[src/rtl/nn_fifo_pkg.sv]
`default_nettype none
// ============================================================================
//  Module      : nn_fifo_pkg
//  Description : Shared constants and helpers for the neural-network result
//                FIFOs: default activation/bus widths, the pack ratio and a
//                constant ceil(log2) function used for pointer sizing.
//  Revision    : 1.0 - initial release
// ============================================================================
package nn_fifo_pkg;

    localparam int NN_ACT_WIDTH = 4;
    localparam int NN_BUS_WIDTH = 16;
    localparam int NN_RATIO     = NN_BUS_WIDTH / NN_ACT_WIDTH;

    // ceil(log2(value)); returns 0 for value <= 1
    function automatic int clog2(input int value);
        int r;
        int v;
        r = 0;
        v = value - 1;
        while (v > 0) begin
            r = r + 1;
            v = v >> 1;
        end
        return r;
    endfunction

    // Number of input items gathered into one packed word
    function automatic int pack_ratio(input int out_width, input int in_width);
        return out_width / in_width;
    endfunction

endpackage
`default_nettype wire

[src/rtl/fifo_word_ram.sv]
`default_nettype none
// ============================================================================
//  Module      : fifo_word_ram
//  Description : DEPTH x WIDTH word store, one write port and one read port
//                with a registered output. The array itself is not reset;
//                only the read register clears on rst.
//  Ports       : clk, rst          - clock, async active-high reset
//                i_wr_en/i_wr_addr/i_wr_data - write port
//                i_rd_en/i_rd_addr - read request, data appears next cycle
//                o_rd_data         - registered read data (holds when idle)
//  Revision    : 1.0 - initial release
// ============================================================================
module fifo_word_ram #(
    parameter int WIDTH  = 16,
    parameter int DEPTH  = 8,
    parameter int ADDR_W = 3
) (
    input  logic              clk,
    input  logic              rst,
    input  logic              i_wr_en,
    input  logic [ADDR_W-1:0] i_wr_addr,
    input  logic [WIDTH-1:0]  i_wr_data,
    input  logic              i_rd_en,
    input  logic [ADDR_W-1:0] i_rd_addr,
    output logic [WIDTH-1:0]  o_rd_data
);

    logic [WIDTH-1:0] r_mem [DEPTH];
    logic [WIDTH-1:0] r_rd_data;

    always_ff @(posedge clk) begin
        if (i_wr_en) begin
            r_mem[i_wr_addr] <= i_wr_data;
        end
    end

    always_ff @(posedge clk or posedge rst) begin
        if (rst) begin
            r_rd_data <= '0;
        end else if (i_rd_en) begin
            r_rd_data <= r_mem[i_rd_addr];
        end
    end

    assign o_rd_data = r_rd_data;

endmodule
`default_nettype wire

[src/rtl/fifo_pack_memory.sv]
`default_nettype none
// ============================================================================
//  Module      : fifo_pack_memory
//  Description : Width-up FIFO. Gathers DATA_IN_WIDTH-bit items into
//                DATA_OUT_WIDTH-bit words (first item in the LSBs) and
//                buffers up to DEPTH complete words.
//  Ports       : clk, rst           - clock, async active-high reset
//                wr_en, data_in     - push one item (ignored while full)
//                rd_en              - pop one word (ignored while empty)
//                data_out           - registered packed word, holds when idle
//                valid_out          - 1-cycle pulse when data_out updated
//                empty / full       - no complete word / DEPTH words stored
//                flush, partial     - only with FIFO_PACK_FLUSH_EN defined:
//                                     flush writes a zero-padded partial
//                                     word; partial = assembly in progress
//  Config      : `define FIFO_PACK_FLUSH_EN to enable flush/partial ports.
//  Revision    : 1.0 - initial release
// ============================================================================
module fifo_pack_memory
    import nn_fifo_pkg::*;
#(
    parameter int DATA_IN_WIDTH  = NN_ACT_WIDTH,
    parameter int DATA_OUT_WIDTH = NN_BUS_WIDTH,
    parameter int DEPTH          = 8
) (
    input  logic                      clk,
    input  logic                      rst,
    input  logic                      wr_en,
    input  logic [DATA_IN_WIDTH-1:0]  data_in,
    input  logic                      rd_en,
    output logic [DATA_OUT_WIDTH-1:0] data_out,
    output logic                      valid_out,
    output logic                      empty,
    output logic                      full
`ifdef FIFO_PACK_FLUSH_EN
    ,
    input  logic                      flush,
    output logic                      partial
`endif
);

    localparam int c_ratio  = pack_ratio(DATA_OUT_WIDTH, DATA_IN_WIDTH);
    localparam int c_slot_w = (c_ratio > 1) ? clog2(c_ratio) : 1;
    localparam int c_ptr_w  = clog2(DEPTH);
    localparam int c_cnt_w  = c_ptr_w + 1;

    localparam logic [c_slot_w-1:0] c_last_slot  = c_slot_w'(c_ratio - 1);
    localparam logic [c_cnt_w-1:0]  c_full_count = c_cnt_w'(DEPTH);

    logic [c_slot_w-1:0]       r_slot;
    logic [DATA_OUT_WIDTH-1:0] r_asm;
    logic [c_ptr_w-1:0]        r_wr_ptr;
    logic [c_ptr_w-1:0]        r_rd_ptr;
    logic [c_cnt_w-1:0]        r_count;
    logic                      r_valid;

    logic                      w_push;
    logic                      w_pop;
    logic                      w_word_done;
    logic                      w_flush;
    logic                      w_wr_word;
    logic [DATA_OUT_WIDTH-1:0] w_asm_next;

    assign empty = (r_count == '0);
    assign full  = (r_count == c_full_count);

    // A push while full is dropped entirely, even if a pop frees space this
    // cycle: the flag is the registered count, not a look-ahead.
    assign w_push      = wr_en && !full;
    assign w_pop       = rd_en && !empty;
    assign w_word_done = w_push && (r_slot == c_last_slot);

`ifdef FIFO_PACK_FLUSH_EN
    // Flush only acts on a partial word; the same-cycle item is merged first,
    // so flush together with the completing item still writes one word.
    assign w_flush = flush && !full && (r_slot != '0);
    assign partial = (r_slot != '0);
`else
    assign w_flush = 1'b0;
`endif

    assign w_wr_word = w_word_done || w_flush;

    // Assembly with the current item dropped into its slot. Upper slots are
    // still zero, which gives the padding for a flushed word for free.
    always_comb begin
        w_asm_next = r_asm;
        for (int k = 0; k < c_ratio; k++) begin
            if (w_push && (r_slot == c_slot_w'(k))) begin
                w_asm_next[k*DATA_IN_WIDTH +: DATA_IN_WIDTH] = data_in;
            end
        end
    end

    always_ff @(posedge clk or posedge rst) begin
        if (rst) begin
            r_slot   <= '0;
            r_asm    <= '0;
            r_wr_ptr <= '0;
            r_rd_ptr <= '0;
            r_count  <= '0;
            r_valid  <= 1'b0;
        end else begin
            if (w_wr_word) begin
                r_slot   <= '0;
                r_asm    <= '0;
                r_wr_ptr <= r_wr_ptr + c_ptr_w'(1);
            end else if (w_push) begin
                r_slot   <= r_slot + c_slot_w'(1);
                r_asm    <= w_asm_next;
            end

            if (w_pop) begin
                r_rd_ptr <= r_rd_ptr + c_ptr_w'(1);
            end

            case ({w_wr_word, w_pop})
                2'b10:   r_count <= r_count + c_cnt_w'(1);
                2'b01:   r_count <= r_count - c_cnt_w'(1);
                default: r_count <= r_count;
            endcase

            r_valid <= w_pop;
        end
    end

    assign valid_out = r_valid;

    // Write and read addresses never collide: a pop needs a stored word at
    // rd_ptr, a write needs a free entry at wr_ptr.
    fifo_word_ram #(
        .WIDTH  (DATA_OUT_WIDTH),
        .DEPTH  (DEPTH),
        .ADDR_W (c_ptr_w)
    ) u_word_ram (
        .clk       (clk),
        .rst       (rst),
        .i_wr_en   (w_wr_word),
        .i_wr_addr (r_wr_ptr),
        .i_wr_data (w_asm_next),
        .i_rd_en   (w_pop),
        .i_rd_addr (r_rd_ptr),
        .o_rd_data (data_out)
    );

endmodule
`default_nettype wire

[config.mk]
export PLATFORM = sky130hd
export DESIGN_NAME = fifo_pack_memory
export DESIGN_NICKNAME = d
export VERILOG_FILES = /design/src/rtl/nn_fifo_pkg.sv /design/src/rtl/fifo_word_ram.sv /design/src/rtl/fifo_pack_memory.sv
export SDC_FILE = /design/constraint.sdc
export NUM_CORES = 1
export LEC_CHECK = 0
export CORE_ASPECT_RATIO = 1.75
export CORE_MARGIN = 5
export CORE_UTILIZATION = 50
export CTS_CLUSTER_SIZE = 24
export DETAILED_ROUTE_END_ITERATION = 8
export PLACE_DENSITY = 0.67
export SYNTH_ARGS = -nofsm -noshare
export SYNTH_HDL_FRONTEND = slang
export SYNTH_SLANG_ARGS = --single-unit
export TNS_END_PERCENT = 1
[constraint.sdc]
create_clock -name clk -period 4.9 [get_ports clk]
set_input_delay 1.225 -clock clk [delete_from_list [all_inputs] [get_ports clk]]
set_output_delay 1.225 -clock clk [all_outputs]
set_load 0.02 [all_outputs]
==> flow_summary.toml <==
[sta]
drv_slew = 0
post-route-min-period_ns = 3.576
max_clock_freq_mhz = 279.6
hold_viol_final = 0
period_share = 0.7299
rsz0062_at_grt = "false"
setup_viol = 0
finClkSkew_ns = 0.009960
fin_setup_tns_ns = 0
setup_slack_ns = 1.324
worstMarginPinSlew_ns = 1.038
slew_headroom = 0.3079

[synth]
synth-adder-area-share = 0.01863
synth_top_family_by_area = "multiplexers"
synth_area_mm2 = 0.007121
syn_inst = 433
synth-seq-cells = 173
ys_seq_area_frac = 0.6979
synth_mux_area_frac = 0.1260
synth-edff-count = 128
synthSimpleGateAreaFrac = 0.04832
yosysWarningCount = 0
synth-compound-area-share = 0.07521
ys_dominant_reg_cell = "edfxtp_1"
synth_nets = 451
async_flop_share = 0.2601
avgSynthCellArea_um2 = 16.44
synth_xor_area_frac = 0.007380
yosysUniqueCellTypes = 41

[flow_run]
drv_cap = 0

[floorplan]
initial_utilization = 0.5120
rows = 57
core_mm2 = 0.01391
chipWidth_um = 100.2
die_h_um = 167.9
dieArea_mm2 = 0.01682
io_pins = 27

[worst_setup_path]
crit_chain = "clkdlybuf4s50_1 -> nor2b_2 -> buf_4 -> nand2_2 -> ha_1 -> ha_1 -> a21o_1 -> a2111oi_0 -> nand4b_1 -> nand3_1"
crit_slowest_cell = "a2111oi_0"
crit_family = "compound AO/OA/AOI/OAI gates"
worstSetupPathType = "input pin to register"
critPathMaxFanout = 15
max_stage_delay_ns = 0.52
crit_arrival_ns = 3.88
crit_buf_inv = 2
path_common_cell = "ha_1"
cp-start-kind = "input pin"
crit_required_ns = 5.20
crit_path_end_kind = "register"

[clock_network]
hold_buffers = 0
post_cts_resized = 0
cts_root_buf = "clkbuf_16"
clkTransAtPathRegs_ns = 0.06
cts_setup_buffers = 0
cts_tree = "built"
cts_buffers = 17
clk_latency_ns = 0.42
htree_levels = 4
cts.sinks = 173
cts_max_path_buffers = 2

[pwr]
ir_drop_mv = 0.3520
p_sw_frac = 0.3300
pwr-share-comb = 0.311
seq_power_share = 0.434
clkPwrFrac = 0.256
p_per_area_mw_per_mm2 = 614.0
p_sw_mw = 1.645
internal-power_mw = 3.340
p_leak_nw = 2.987

[final_layout]
area_delta_synth_final_pct = 14.00
layout_commonest_cell = "edfxtp_1"
fillers = 1095
seq_area_mm2 = 0.004971
num_antenna_cells = 0
mostFrequentLayoutCells = "edfxtp_1, dfrtp_1, mux2_2"
layout-drive-gt1-share = 0.2225
nets = 486
multi_input_area_mm2 = 0.001993

[placed_design]
io_buffers = 26
gp_congestion = 0.7582
dp_hpwl_um = 8528
pre_cts_slack_ns = 0.9421

[status]
status = "finished, final reports clean"

[routing]
route.antenna.remaining_nets = 0
drc_errors = 0
wl_per_cell_um = 21.22
firstDrtPassIters = 4
post_drt_via_cell_ratio = 5.614
vias = 3694
totalWireLength_um = 13960
drt-initial-drc-count = 211

[global_routing]
antenna_found_initial = 0
grt_max_degree = 46
grt_pass1_wl_um = 21940
grtUsageTotal = 0.1754
grt_pass1_vias = 3867
grt_overflow = 0

[min_path]
hold_class = "register to register"
-- sequential cells by signal, indices dropped and copies added (netlist names) --
register and cells:
valid_out 1, u_word_ram.o_rd_data 16, r_wr_ptr 3, r_slot 2, r_count 4, u_word_ram.r_mem 128
r_rd_ptr 3, r_asm 16
-- cells by family (layout without fill, tap and decap cells) --
kind of cell | Yosys count | in the layout
flip-flops | 173 | 173
multiplexers | 82 | 82
AO/OA/AOI/OAI | 70 | 70
AND/OR/NAND/NOR | 64 | 64
XOR/XNOR | 6 | 6
buffers and inverters | 28 | 76
adder cells (fa/ha/maj) | 10 | 10
-- cells in the mapped netlist, drive strengths merged, types with 6 or more instances --
cell | n | area share
edfxtp | 128 | 0.54
mux2 | 49 | 0.080
dfrtp | 45 | 0.16
mux2i | 33 | 0.046
nand2 | 31 | 0.020
o21ai | 22 | 0.017
a221o | 16 | 0.022
o22ai | 16 | 0.014
buf | 13 | 0.018
o2bb2ai | 12 | 0.015
ha | 9 | 0.016
clkbuf | 8 | 0.0044
inv | 7 | 0.0037
nand2b | 7 | 0.0061
nor2 | 6 | 0.0032
-- routing by layer --
layer / vias up / GRT usage / part of all wire
li1: 1736 / - / -
met1: 1887 / 0.2061 / 0.41
met2: 53 / 0.3114 / 0.55
met3: 18 / 0.03685 / 0.024
met4: 0 / 0.06452 / 0.021
met5: - / 0 / 0
-- power by group through the flow --
stage | sequential, mW | clock, mW | combinational, mW
2_1_floorplan | 2.17 | 0 | 1.12
3_3_place_gp | 2.18 | 0 | 1.51
3_5_place_dp | 2.19 | 0 | 1.56
4_1_cts | 2.16 | 1.29 | 1.56
5_1_grt | 2.20 | 1.36 | 1.69
6_report | 2.16 | 1.27 | 1.55
-- area by class of cell --
type / instances / area share
clock buffers: 18 / 0.05287
clock inverters: 14 / 0.01649
inverters: 7 / 0.003237
multi-input cells: 232 / 0.2455
flip-flops and latches: 173 / 0.6124
well taps: 177 / 0.02728
repair buffers: 37 / 0.04223
-- path summary, 6_finish.rpt --
path / startpoint / end / slack [ns] / cells after the start
max in group asynchronous: rst / r_rd_ptr[0] / 2.86 / 2
hold / removal: u_word_ram.o_rd_data[4] / u_word_ram.o_rd_data[4] / 0.48 / 2
min in group asynchronous: rst / u_word_ram.o_rd_data[7] / 1.36 / 2
hold reg to reg: u_word_ram.o_rd_data[4] / u_word_ram.o_rd_data[4] / 0.48 / 2
setup reg to reg: r_count[0] / r_count[3] / 1.79 / 10
setup / recovery: wr_en / r_count[3] / 1.32 / 10
-- per-stage QoR --
| stage | std cells | hold WS (ns) | total power [mW] | utilization | area [um2] |
|---|---|---|---|---|---|
| CTS | 658 | 0.4884 | 5.020 | 0.5837 | 8118 |
| global route | 658 | 0.5026 | 5.242 | 0.5837 | 8118 |
| finish | 658 | 0.4800 | 4.984 | 0.5837 | 8118 |
| global placement | 626 | 0.4642 | 3.692 | 0.5432 | 7555 |
| detailed placement | 626 | 0.4680 | 3.752 | 0.5432 | 7555 |
| floorplan | 433 | 0.4474 | 3.286 | - | 7121 |
-- worst register-to-register path, delay by kind of cell (launching register included) --
kind | cells | cell delay [ns]
buf+inv | 1 | 0.20
compound gates | 2 | 0.73
simple gates | 5 | 0.97
flops | 1 | 0.51
fa+ha+maj | 2 | 0.58
Note: power is estimated with default switching activity, not from simulation.
